`src/rtl/csr_fifo_pkg.sv`:
```
// Shared definitions for the CSR show-ahead FIFO controller: depth/pointer helpers,
// default watermark thresholds and the output-stage state encoding.
package csr_fifo_pkg;

  localparam int DEFAULT_PTR_WIDTH = 3;
  localparam int DEFAULT_PTR_BITS  = DEFAULT_PTR_WIDTH + 1;
  localparam int DEFAULT_AF_THRESH = 6;
  localparam int DEFAULT_AE_THRESH = 1;

  // rd_vld is the output-stage state: EMPTY holds nothing, VALID presents the head entry.
  typedef enum logic {
    OUT_EMPTY = 1'b0,
    OUT_VALID = 1'b1
  } out_state_t;

  function automatic int fifo_depth(input int ptr_width);
    return 1 << ptr_width;
  endfunction

  // Pointers carry one extra wrap bit so full and empty are distinguishable.
  function automatic int ptr_bits(input int ptr_width);
    return ptr_width + 1;
  endfunction

endpackage

```
`src/rtl/csr_fifo_ctrl_mem.sv`:
```
// Simple dual-port storage for the CSR FIFO: one write port, one registered read port.
// DEPTH is the highest address index, so the array holds DEPTH+1 entries.
module mem_1w1r_fpga_or_sim #(
  parameter int DEPTH      = 7,
  parameter int ADDR_WIDTH = 3,
  parameter int DATA_WIDTH = 39
) (
  input  logic                  wclk,
  input  logic                  wen,
  input  logic [ADDR_WIDTH-1:0] waddr,
  input  logic [DATA_WIDTH-1:0] wdata,
  input  logic                  rclk,
  input  logic                  ren,
  input  logic [ADDR_WIDTH-1:0] raddr,
  output logic [DATA_WIDTH-1:0] rdata
);

  logic [DATA_WIDTH-1:0] mem [0:DEPTH];

  always_ff @(posedge wclk) begin
    if (wen) begin
      mem[waddr] <= wdata;
    end
  end

  // Read register is the FIFO head; it only changes when a new entry is fetched.
  always_ff @(posedge rclk) begin
    if (ren) begin
      rdata <= mem[raddr];
    end
  end

endmodule

```
`src/rtl/csr_fifo_ctrl.sv`:
```
// Show-ahead FIFO controller turning a registered-read 1W1R memory into a valid/ready stream.
// Optional registered almost_full/almost_empty flags are enabled by CSR_FIFO_WATERMARK_EN.
module csr_fifo_ctrl
  import csr_fifo_pkg::*;
#(
  parameter int PTR_WIDTH  = DEFAULT_PTR_WIDTH,
  parameter int DATA_WIDTH = 39,
  parameter int AF_THRESH  = DEFAULT_AF_THRESH,
  parameter int AE_THRESH  = DEFAULT_AE_THRESH
) (
  input  logic                  clk,
  input  logic                  rst,
  input  logic                  flush,
  input  logic                  wr_vld,
  output logic                  wr_rdy,
  input  logic [DATA_WIDTH-1:0] wr_data,
  output logic                  rd_vld,
  input  logic                  rd_rdy,
  output logic [DATA_WIDTH-1:0] rd_data,
  output logic [PTR_WIDTH:0]    level,
  output logic                  almost_full,
  output logic                  almost_empty
);

  localparam int DEPTH = fifo_depth(PTR_WIDTH);
  localparam int PB    = ptr_bits(PTR_WIDTH);
  localparam logic [PB-1:0] FULL_LEVEL = PB'(DEPTH);

  if (AF_THRESH > DEPTH || AE_THRESH > DEPTH) begin : g_bad_thresh
    $error("csr_fifo_ctrl: watermark thresholds must not exceed the FIFO depth");
  end

  logic [PB-1:0] wptr;
  logic [PB-1:0] rptr;
  logic [PB-1:0] ram_cnt;
  logic [PB-1:0] level_next;
  out_state_t    state;
  logic          push;
  logic          pop;
  logic          fetch;
  logic          wen;
  logic          ren;

  assign rd_vld  = (state == OUT_VALID);
  assign wr_rdy  = (level < FULL_LEVEL);
  assign push    = wr_vld & wr_rdy;
  assign pop     = rd_vld & rd_rdy;
  // Registered pointers only: an entry becomes fetchable the cycle after its write.
  assign ram_cnt = wptr - rptr;
  assign fetch   = (ram_cnt != '0) & (~rd_vld | pop);
  assign wen     = push & ~flush;
  assign ren     = fetch & ~flush;

  always_comb begin
    level_next = level;
    if (flush) begin
      level_next = '0;
    end else if (push && !pop) begin
      level_next = level + 1'b1;
    end else if (!push && pop) begin
      level_next = level - 1'b1;
    end
  end

  always_ff @(posedge clk or posedge rst) begin
    if (rst) begin
      wptr  <= '0;
      rptr  <= '0;
      state <= OUT_EMPTY;
      level <= '0;
    end else if (flush) begin
      wptr  <= '0;
      rptr  <= '0;
      state <= OUT_EMPTY;
      level <= '0;
    end else begin
      if (push) begin
        wptr <= wptr + 1'b1;
      end
      if (fetch) begin
        rptr <= rptr + 1'b1;
      end
      case (state)
        OUT_EMPTY: if (fetch) state <= OUT_VALID;
        OUT_VALID: if (pop && !fetch) state <= OUT_EMPTY;
        default:   state <= OUT_EMPTY;
      endcase
      level <= level_next;
    end
  end

`ifdef CSR_FIFO_WATERMARK_EN
  localparam logic [PB-1:0] AF_LEVEL = PB'(AF_THRESH);
  localparam logic [PB-1:0] AE_LEVEL = PB'(AE_THRESH);

  // Flags follow the next level so they line up with the level register itself.
  always_ff @(posedge clk or posedge rst) begin
    if (rst) begin
      almost_full  <= 1'b0;
      almost_empty <= 1'b1;
    end else begin
      almost_full  <= (level_next >= AF_LEVEL);
      almost_empty <= (level_next <= AE_LEVEL);
    end
  end
`else
  assign almost_full  = 1'b0;
  assign almost_empty = 1'b0;
`endif

  mem_1w1r_fpga_or_sim #(
    .DEPTH      (DEPTH - 1),
    .ADDR_WIDTH (PTR_WIDTH),
    .DATA_WIDTH (DATA_WIDTH)
  ) u_mem (
    .wclk  (clk),
    .wen   (wen),
    .waddr (wptr[PTR_WIDTH-1:0]),
    .wdata (wr_data),
    .rclk  (clk),
    .ren   (ren),
    .raddr (rptr[PTR_WIDTH-1:0]),
    .rdata (rd_data)
  );

endmodule

```
`config.mk`:
```
export PLATFORM = sky130hd
export DESIGN_NAME = csr_fifo_ctrl
export DESIGN_NICKNAME = d
export VERILOG_FILES = /design/src/rtl/csr_fifo_pkg.sv /design/src/rtl/csr_fifo_ctrl_mem.sv /design/src/rtl/csr_fifo_ctrl.sv
export SDC_FILE = /design/constraint.sdc
export NUM_CORES = 1
export LEC_CHECK = 0
export ABC_AREA = 1
export BUFFER_PORTS_ARGS = -buffer_cell sky130_fd_sc_hd__buf_4
export CAP_MARGIN = 10
export CORE_MARGIN = 10
export CORE_UTILIZATION = 54
export DETAILED_ROUTE_END_ITERATION = 10
export GPL_TIMING_DRIVEN = 0
export PLACE_DENSITY = 0.75
export RECOVER_POWER = 50
export SLEW_MARGIN = 20
export SYNTH_ARGS = -nofsm -noshare
export SYNTH_HDL_FRONTEND = slang
export SYNTH_SLANG_ARGS = --single-unit
export TNS_END_PERCENT = 1
```
`constraint.sdc`:
```
create_clock -name clk -period 3.9 [get_ports clk]
set_clock_uncertainty 0.05 [all_clocks]
set_input_delay 0.195 -clock clk [delete_from_list [all_inputs] [get_ports clk]]
set_output_delay 0.195 -clock clk [all_outputs]
set_load 0.1 [all_outputs]
```
==> results of run 1 <==
through the flow:
| step | worst slack [ns] | utilization |
|---|---|---|
| after floorplan | -0.0370 | - |
| after global placement | -1.72 | 0.589 |
| after detailed placement | 0.451 | 0.607 |
| after CTS | 0.442 | 0.668 |
| after global routing | 0.203 | 0.655 |
| final | 0.455 | 0.655 |
worst max-delay path: cells and delay by family (launching register included):
| family | cells | cell delay [ns] |
|---|---|---|
| simple gates | 7 | 1.31 |
| buf+inv | 5 | 1.11 |
| flops | 1 | 0.38 |
| fa+ha+maj | 1 | 0.28 |
metal layers:
layer / vias to the layer above / GRT usage / routed length (um)
li1: 4193 / - / -
met1: 4452 / 0.258 / 13500
met2: 484 / 0.332 / 16600
met3: 80 / 0.0394 / 3120
met4: 0 / 0.0774 / 989
met5: - / 0 / 0
power breakdown:
group / total [mW] / switching [mW] / internal [mW]
clock: 3.43 / 1.40 / 2.03
sequential: 4.87 / 0.112 / 4.76
combinational: 4.66 / 3.65 / 1.02
cell usage in the layout, fill, tap and decap left out:
cell,count
a21oi_1,4
buf_1,2
buf_12,2
buf_16,12
buf_2,19
buf_4,7
buf_6,13
buf_8,2
bufinv_16,3
clkbuf_1,120
clkbuf_16,39
clkbuf_4,1
clkinv_1,4
clkinv_2,7
conb_1,2
dfrtp_1,13
dlygate4sd3_1,42
edfxtp_1,351
fa_1,1
ha_1,7
inv_1,23
inv_4,1
inv_6,2
nand2_1,153
nand3_1,10
nand4_1,5
nor2_1,162
nor2_4,8
o21ai_0,115
o21ai_1,41
o21ai_2,10
o22ai_1,78
or2_1,1
xor2_1,3
state kept, by name, summed over array words and instances (netlist names):
register	flops
level	4
u_mem.mem	312
rd_vld	1
wptr	4
u_mem.rdata	39
rptr	4
worst max path at each step:
stage,cells after the start,slack [ns],end
6_report,13,0.45,u_mem.rdata[16]
5_1_grt,13,0.20,u_mem.rdata[16]
4_1_cts,13,0.44,u_mem.rdata[18]
3_5_place_dp,13,0.45,u_mem.rdata[13]
3_3_place_gp,12,-1.72,u_mem.rdata[22]
2_1_floorplan,5,-0.04,u_mem.mem[0][0]
kinds of logic (layout without fill, tap and decap cells):
family	Yosys count	after routing
AOI/OAI and AO/OA	248	248
xor gates and xnor gates	3	3
adders and majority gates	8	8
buffers and inverters	88	299
DFF	364	364
other	1	2
and+or+nand+nor	339	339
area by class of cell:
cell class              instances  area, um2  area share
inverters                      25        101     0.00597
multi-input cells             600       2880       0.170
well taps                     335        419      0.0247
plain buffers                  63        388      0.0229
clock inverters                15        149     0.00877
flip-flops and latches        364      10900       0.640
repair buffers                146       1150      0.0678
clock buffers                  50       1020      0.0599
what timing repair did:
action,CTS,global route
buffers inserted,0,0
hold endpoints to repair,332,0
gates resized for setup,0,0
hold buffers,42,0
==> impl_metrics.py, run 1 <==
metrics = {
    "outcome": {
        "status": "finished, violations left",
        "failed_checks": "capacitance limit, slew limit",
    },
    "setup_path": {
        "slowest_delay_ns": 0.56,
        "critical_path_class": "reg2reg",
        "crit_slowest_cell": "nor2_4",
        "r2r_setup_slack_ns": 0.45,
        "crit_arrival_ns": 3.61,
        "crit_path_start_kind": "flip-flop",
        "r2r_cells": 13,
        "required_ns": 4.07,
        "crit_path_frequent_cell": "nand2_1",
        "startpoint": "rptr[1]",
        "crit_path_max_fanout": 21,
        "path_cells": "buf_2, inv_4, buf_2, buf_4, ha_1, nand2_1, nand2_1, nand3_1, nand2_1, nand2_1, nand2_1, nor2_4, buf_12",
        "r2r-end": "u_mem.rdata[16]",
        "worstReg2RegStart": "rptr[1]",
        "crit_path_end_kind": "flip-flop",
    },
    "sta": {
        "drv_slew": 19,
        "fin_crit_sh": 0.883,
        "max_freq_mhz": 290,
        "hold_viol": 0,
        "report.final.setup_viol": 0,
        "period_minus_slack_ns": 3.45,
        "holdWs_ns": 0.0244,
        "maxSlewHeadroom": -0.0566,
        "rsz0062_at_grt": "false",
        "fin_setup_tns_ns": 0,
        "max_slew.worst_pin.slew_ns": 1.58,
    },
    "min_path": {
        "hold_path_end": "wptr[0]",
        "hold_class": "in2reg",
        "min_from": "wr_vld",
        "min_path_cells": 4,
    },
    "synth": {
        "ys_seq_area_frac": 0.767,
        "synth_common_cells": "edfxtp_1, nor2_1, nand2_1",
        "synth_fa_ha_area_frac": 0.00759,
        "ys_ff_latch": 364,
        "synth_top_family_by_area": "compound AO/OA/AOI/OAI gates",
        "synth_mux_area_frac": 0,
        "yosysMostFrequentCell": "edfxtp_1",
        "synth_xor_area_frac": 0.00185,
        "synth_edf_count": 351,
        "yosys_warnings": 0,
        "synthCells": 1051,
        "yosys.area.top_type": "edfxtp_1",
        "async_flop_share": 0.0357,
        "yosys-top-cells-area": "edfxtp_1, nor2_1, nand2_1",
        "synth_area_per_cell_um2": 13.5,
        "yosysTopAreaCellShare": 0.744,
        "synth_top_flop_cell": "edfxtp_1",
        "synth_compound_area_frac": 0.0971,
        "netlist_area_um2": 14200,
        "yosys.area_share.simple": 0.0918,
        "ys_types": 26,
    },
    "layout": {
        "fillers": 1837,
        "diodes": 0,
        "drive_gt1_frac": 0.0998,
        "areaGrowthSynthToFinish_pct": 19.8,
        "design_area_um2": 17000,
        "fin_cells": 1598,
        "nets": 1289,
    },
    "clock_tree": {
        "numCtsBuffers": 37,
        "clock_latency_ns": 0.52,
        "cts_buffer_depth": 3,
        "root_buffer": "clkbuf_16",
        "cts_tree": "built",
        "cts_sinks": 364,
        "clkTransAtPathRegs_ns": 0.06,
        "htree_num_levels": 2,
    },
    "drt": {
        "drtAntennaViolNets": 0,
        "wl_per_cell_um": 21.4,
        "drt-initial-drc-count": 960,
        "routed_via_density": 5.76,
        "wl_um": 34200,
        "dr.pass1.iters": 5,
        "drcViolationCount": 0,
        "vias": 9209,
    },
    "flow_run": {
        "maxCapViolCount": 1,
    },
    "power_and_ir_drop": {
        "power_mw": 13.0,
        "leakagePower_nw": 5.90,
        "ir_drop_v": 0.000671,
        "cellPowerDensity_nw_per_um2": 764,
    },
    "floorplan": {
        "coreArea_um2": 25900,
        "rows": 59,
        "die_area_um2": 33100,
        "initial_core_util": 0.547,
        "top_level_ports": 91,
        "die_h_um": 182,
        "die_x_um": 182,
    },
    "placed_design": {
        "placed_cells_incl_taps": 1491,
        "dp_hpwl_um": 21300,
        "gp_congestion": 0.804,
        "numPortBuffers": 88,
        "post_dp_cell_area_um2": 15700,
    },
    "global_route": {
        "antenna_found_initial": 0,
        "grt-ovfl-total": 0,
        "grt_pass1_vias": 9361,
        "grt.total_usage": 0.201,
        "grt_start_max_net_pins": 22,
        "grt_pass1_wl_um": 52300,
    },
}
(Power assumes the default switching activity.)
==> run 2, diff against run 1 <==
--- a/config.mk
+++ b/config.mk
@@ -8,11 +8,12 @@
 export ABC_AREA = 1
 export BUFFER_PORTS_ARGS = -buffer_cell sky130_fd_sc_hd__buf_4
 export CAP_MARGIN = 10
+export CORE_ASPECT_RATIO = 0.9
 export CORE_MARGIN = 10
-export CORE_UTILIZATION = 54
+export CORE_UTILIZATION = 55
 export DETAILED_ROUTE_END_ITERATION = 10
 export GPL_TIMING_DRIVEN = 0
-export PLACE_DENSITY = 0.75
+export PLACE_DENSITY = 0.73
 export RECOVER_POWER = 50
 export SLEW_MARGIN = 20
 export SYNTH_ARGS = -nofsm -noshare
==> constraint.sdc (replaced) <==
create_clock -name clk -period 4.4 [get_ports clk]
set_clock_uncertainty 0.05 [all_clocks]
set_input_delay 0.22 -clock clk [delete_from_list [all_inputs] [get_ports clk]]
set_output_delay 0.22 -clock clk [all_outputs]
set_load 0.1 [all_outputs]
==> run 2 against run 1 <==
Compared with the run above: the flow now finishes without violations; design area shrank 0.41%; core utilization grew 1.4 points; count of clock-buffer cells in the layout shrank 2; setup slack gained 0.37 ns; flip-flop and latch count is the same; first-iteration DRC count grew 4.2%; critical path type unchanged; largest power group unchanged.
==> impl_metrics.py, run 2 (synthesis results as in run 1) <==
metrics = {
    "floorplan": {
        "coreArea_um2": 25300,
        "top_level_ports": 91,
        "die_area_um2": 32600,
        "die_x_um": 189,
        "initial_core_util": 0.561,
        "die_h_um": 172,
        "rows": 55,
    },
    "min_path": {
        "hold_class": "in2reg",
    },
    "layout": {
        "fin_cells": 1602,
        "regMostFlops": "u_mem.mem",
        "final_common_cell": "edfxtp_1",
        "nets": 1285,
        "final_cell_mix": "edfxtp_1, nor2_1, nand2_1",
        "largest_reg_flops": 312,
        "reg_top3": "u_mem.mem: 312 flops, u_mem.rdata: 39 flops",
        "diodes": 0,
        "areaGrowthSynthToFinish_pct": 19.3,
        "drive_gt1_frac": 0.0968,
        "final_util": 0.669,
        "design_area_um2": 16900,
    },
    "clock_tree": {
        "cts_tree": "built",
        "cts_resized": 0,
        "post_cts_buffers": 0,
        "clock_latency_ns": 0.52,
        "numCtsBuffers": 37,
        "cts_sinks": 364,
        "cts_buffer_depth": 3,
        "clkTransAtPathRegs_ns": 0.06,
        "root_buffer": "clkbuf_16",
        "htree_num_levels": 2,
        "postCtsHoldBufs": 41,
    },
    "setup_path": {
        "r2r_setup_slack_ns": 0.82,
        "crit_path_start_kind": "flip-flop",
        "path_cells": "clkbuf_1, inv_4, buf_2, buf_4, ha_1, nand2_1, nand2_1, nand3_1, nand2_1, nand2_1, nand2_1, nor2_4, buf_12",
        "crit_slowest_cell": "nor2_4",
        "critical_path_class": "reg2reg",
        "required_ns": 4.56,
        "crit_path_frequent_cell": "nand2_1",
        "crit_path_end_kind": "flip-flop",
        "slowest_delay_ns": 0.54,
        "crit_path_max_fanout": 21,
        "crit_arrival_ns": 3.74,
    },
    "power_and_ir_drop": {
        "cellPowerDensity_nw_per_um2": 678,
        "ir_drop_v": 0.000400,
        "leakagePower_nw": 5.86,
        "power_mw": 11.5,
    },
    "sta": {
        "report.final.setup_viol": 0,
        "holdWs_ns": 0.0234,
        "maxSlewHeadroom": 0.194,
        "fin_crit_sh": 0.814,
        "max_slew.worst_pin.slew_ns": 1.21,
        "hold_viol": 0,
        "rsz0062_at_grt": "false",
        "drv_slew": 0,
        "period_minus_slack_ns": 3.58,
        "max_freq_mhz": 279,
    },
    "drt": {
        "wl_um": 34100,
        "drcViolationCount": 0,
        "dr.pass1.iters": 8,
        "routed_via_density": 5.74,
        "drt-initial-drc-count": 1000,
        "drtAntennaViolNets": 0,
        "wl_per_cell_um": 21.3,
        "vias": 9190,
    },
    "global_route": {
        "grt.total_usage": 0.209,
        "grt_pass1_vias": 9200,
        "grt_pass1_wl_um": 52700,
        "grt_start_max_net_pins": 23,
        "antenna_found_initial": 0,
        "grt-ovfl-total": 0,
    },
    "outcome": {
        "status": "finished clean",
    },
    "placed_design": {
        "numPortBuffers": 88,
        "gp_congestion": 0.767,
        "post_dp_cell_area_um2": 15600,
        "placed_cells_incl_taps": 1495,
        "dp_hpwl_um": 20600,
    },
    "flow_run": {
        "maxCapViolCount": 0,
    },
}
## run 2: cell count changes in the layout (fill, tap and decap cells not counted), moves of 2 or more
cell      before  now
o21ai_1       41   45
buf_12         2    6
clkinv_2       7    4
clkbuf_1     120  118
o21ai_0      115  111
buf_16        12    7
clkinv_1       4    8
## run 2: worst paths after layout
path / depth (start not counted) / end / start
max in group asynchronous: 3 / rptr[1] / rst
setup reg to reg: 13 / u_mem.rdata[16] / rptr[1]
hold reg to reg: 2 / level[3] / level[3]
hold / removal: 4 / rd_vld / rd_rdy
min in group asynchronous: 3 / rptr[2] / rst
setup / recovery: 13 / u_mem.rdata[16] / rptr[1]
## run 2: critical path: cells and delay by family (launching register included)
kind	cells	cell delay, ns
buf+inv	5	1.26
fa+ha+maj	1	0.32
simple gates	7	1.25
flops	1	0.35
## run 2: power by group
group	switching, mW	total, mW	internal (mW)
Sequential	0.0989	4.32	4.22
Clock	1.24	3.04	1.80
Combinational	3.21	4.10	0.891
Total	4.55	11.5	6.90
## run 2: final cells by class
cell class                 instances  area (um2)
clock buffer                      48        1010
fill                            1834        8360
tap                              342         428
inverter                          25         101
timing repair buffer             142        1060
buffer                            63         387
sequential                       364       10900
multi-input combinational        600        2880
clock inverter                    18         165
## run 2: metrics by stage
| step | setup WS [ns] | setup TNS (ns) |
|---|---|---|
| 2_1_floorplan | 0.463 | 0 |
| 3_3_place_gp | -1.17 | -81.50 |
| 3_5_place_dp | 1.01 | 0 |
| 4_1_cts | 0.998 | 0 |
| 5_1_grt | 0.554 | 0 |
| 6_report | 0.820 | 0 |
## run 2: routing by layer
| layer | routed length (um) | vias to the layer above | global-route usage |
|---|---|---|---|
| met5 | 0 | - | 0 |
| met4 | 714 | 0 | 0.0693 |
| met3 | 2960 | 63 | 0.0393 |
| met2 | 16500 | 476 | 0.342 |
| met1 | 14000 | 4457 | 0.277 |
| li1 | - | 4194 | - |
==> run 3, diff against run 2 <==
--- a/config.mk
+++ b/config.mk
@@ -10,10 +10,10 @@
 export CAP_MARGIN = 10
 export CORE_ASPECT_RATIO = 0.9
 export CORE_MARGIN = 10
-export CORE_UTILIZATION = 55
+export CORE_UTILIZATION = 54
 export DETAILED_ROUTE_END_ITERATION = 10
 export GPL_TIMING_DRIVEN = 0
-export PLACE_DENSITY = 0.73
+export PLACE_DENSITY = 0.75
 export RECOVER_POWER = 50
 export SLEW_MARGIN = 20
 export SYNTH_ARGS = -nofsm -noshare
==> constraint.sdc (replaced) <==
create_clock -name clk -period 2.93 [get_ports clk]
set_clock_uncertainty 0.05 [all_clocks]
set_input_delay 0.1465 -clock clk [delete_from_list [all_inputs] [get_ports clk]]
set_output_delay 0.1465 -clock clk [all_outputs]
set_load 0.1 [all_outputs]
==> run 3 against run 2 <==
Compared with the run above: via count up 0.67%; critical endpoint is now u_mem.rdata[9]; core utilization fell by 1.5 points; critical path depth down 3; maximum frequency is 28% higher; power grew 50%; largest power group unchanged; combinational power rose by 51%.
==> impl_metrics.py, run 3 (synthesis results as in run 1) <==
metrics = {
    "sta": {
        "fin_setup_tns_ns": 0,
        "report.final.setup_viol": 0,
        "maxSlewHeadroom": 0.184,
        "period_minus_slack_ns": 2.79,
        "fin_crit_sh": 0.951,
        "max_slew.worst_pin.slew_ns": 1.23,
        "max_freq_mhz": 359,
        "rsz0062_at_grt": "false",
        "final.setup.worst_slack_ns": 0.143,
        "drv_slew": 0,
        "hold_viol": 0,
    },
    "placed_design": {
        "dp_slack_ns": -0.427,
        "gp_congestion": 0.787,
        "numPortBuffers": 88,
        "dp_hpwl_um": 21000,
        "post_dp_cell_area_um2": 15700,
    },
    "setup_path": {
        "crit_path_max_fanout": 23,
        "critical_path_class": "reg2reg",
        "crit_arrival_ns": 2.96,
        "worstReg2RegStart": "rptr[2]",
        "endpoint": "u_mem.rdata[9]",
        "slowest_delay_ns": 0.53,
        "crit_path_start_kind": "flip-flop",
        "r2r_setup_slack_ns": 0.14,
        "path_cells": "inv_1, buf_2, ha_1, or2_1, nand3_1, nand2_1, nand2_1, nand2_2, nor2_4, buf_12",
        "r2r_cells": 10,
        "r2r-end": "u_mem.rdata[9]",
        "crit_path_frequent_cell": "nand2_1",
        "startpoint": "rptr[2]",
        "required_ns": 3.10,
        "crit_slowest_cell": "dfrtp_1",
        "crit_path_end_kind": "flip-flop",
    },
    "global_route": {
        "grt_start_max_net_pins": 24,
        "grt-ovfl-total": 0,
        "grt_pass1_vias": 9265,
        "grt.total_usage": 0.202,
        "grt_pass1_wl_um": 52200,
        "antenna_found_initial": 0,
    },
    "drt": {
        "dr.pass1.iters": 6,
        "wl_per_cell_um": 21.3,
        "routed_via_density": 5.75,
        "drcViolationCount": 0,
        "drtAntennaViolNets": 0,
        "wl_um": 34300,
        "vias": 9252,
        "drt-initial-drc-count": 1055,
    },
    "layout": {
        "design_area_um2": 17000,
        "drive_gt1_frac": 0.0998,
        "fillers": 1892,
        "final_cell_mix": "edfxtp_1, nor2_1, nand2_1",
        "final_common_cell": "edfxtp_1",
        "reg_top3": "u_mem.mem: 312 flops, u_mem.rdata: 39 flops",
        "regMostFlops": "u_mem.mem",
        "largest_reg_flops": 312,
        "areaGrowthSynthToFinish_pct": 19.7,
        "diodes": 0,
        "nets": 1287,
    },
    "clock_tree": {
        "cts_sinks": 364,
        "cts_tree": "built",
        "clock_latency_ns": 0.52,
        "cts_buffer_depth": 3,
        "root_buffer": "clkbuf_16",
        "clkTransAtPathRegs_ns": 0.06,
        "htree_num_levels": 2,
        "numCtsBuffers": 37,
    },
    "floorplan": {
        "die_h_um": 174,
        "top_level_ports": 91,
        "die_x_um": 191,
        "die_area_um2": 33100,
        "initial_core_util": 0.547,
        "coreArea_um2": 25900,
        "rows": 56,
    },
    "power_and_ir_drop": {
        "ir_drop_v": 0.000782,
        "leakagePower_nw": 5.88,
        "cellPowerDensity_nw_per_um2": 1010,
        "power_mw": 17.2,
    },
    "outcome": {
        "status": "finished clean",
    },
    "flow_run": {
        "maxCapViolCount": 0,
    },
    "min_path": {
        "hold_class": "in2async",
    },
}
[run 3: power by group]
part	switching (mW)	total (mW)	internal (mW)	leakage [nW]
Combinational	4.83	6.21	1.39	1.97
Sequential	0.162	6.49	6.33	3.36
Clock	1.87	4.45	2.58	0.554
Total	6.86	17.2	10.3	5.88
[run 3: metrics by stage]
stage	util	instances	hold WS [ns]
2_1_floorplan	-	1052	-0.0265
3_3_place_gp	0.590	1488	0.163
3_5_place_dp	0.605	1502	0.170
4_1_cts	0.667	1611	0.180
5_1_grt	0.654	1610	0.261
6_report	0.654	1610	0.185
[run 3: critical path, delay by kind of cell (launching register included)]
kind	cells	cell delay, ns
DFF	1	0.53
adders and majority gates	1	0.35
buffers and inverters	3	0.58
and+or+nand+nor	6	0.95
[run 3: timing repair]
item | CTS | global route
gates cloned | 0 | 0
resized for setup | 2 | 0
setup endpoints to repair | 39 | 39
pin swaps | 1 | 0
endpoints found under the hold margin | 333 | 0
hold buffers | 43 | 0
buffers inserted | 1 | 0
[run 3: area by class of cell]
type	instances	area, um2	area share
well taps	348	435	0.0257
inverters	25	101	0.00598
flip-flops and latches	364	10900	0.641
clock buffers	49	1000	0.0590
repair buffers	146	1150	0.0677
clock inverters	17	135	0.00797
plain buffers	61	383	0.0226
multi-input cells	600	2890	0.170
[run 3: worst min path at each step]
stage                          end  slack, ns  cells past startpoint
final                      wptr[3]       0.18                      3
after global placement    level[3]       0.16                      2
after global routing       wptr[0]       0.26                      3
after floorplan           level[0]      -0.03                      1
after CTS                  wptr[3]       0.18                      3
after detailed placement  level[3]       0.17                      2
[run 3: routing by layer]
| layer | share of wire | track usage |
|---|---|---|
| met3 | 0.086 | 0.0400 |
| met5 | 0 | 0 |
| met2 | 0.49 | 0.329 |
| met1 | 0.41 | 0.271 |
| met4 | 0.016 | 0.0561 |
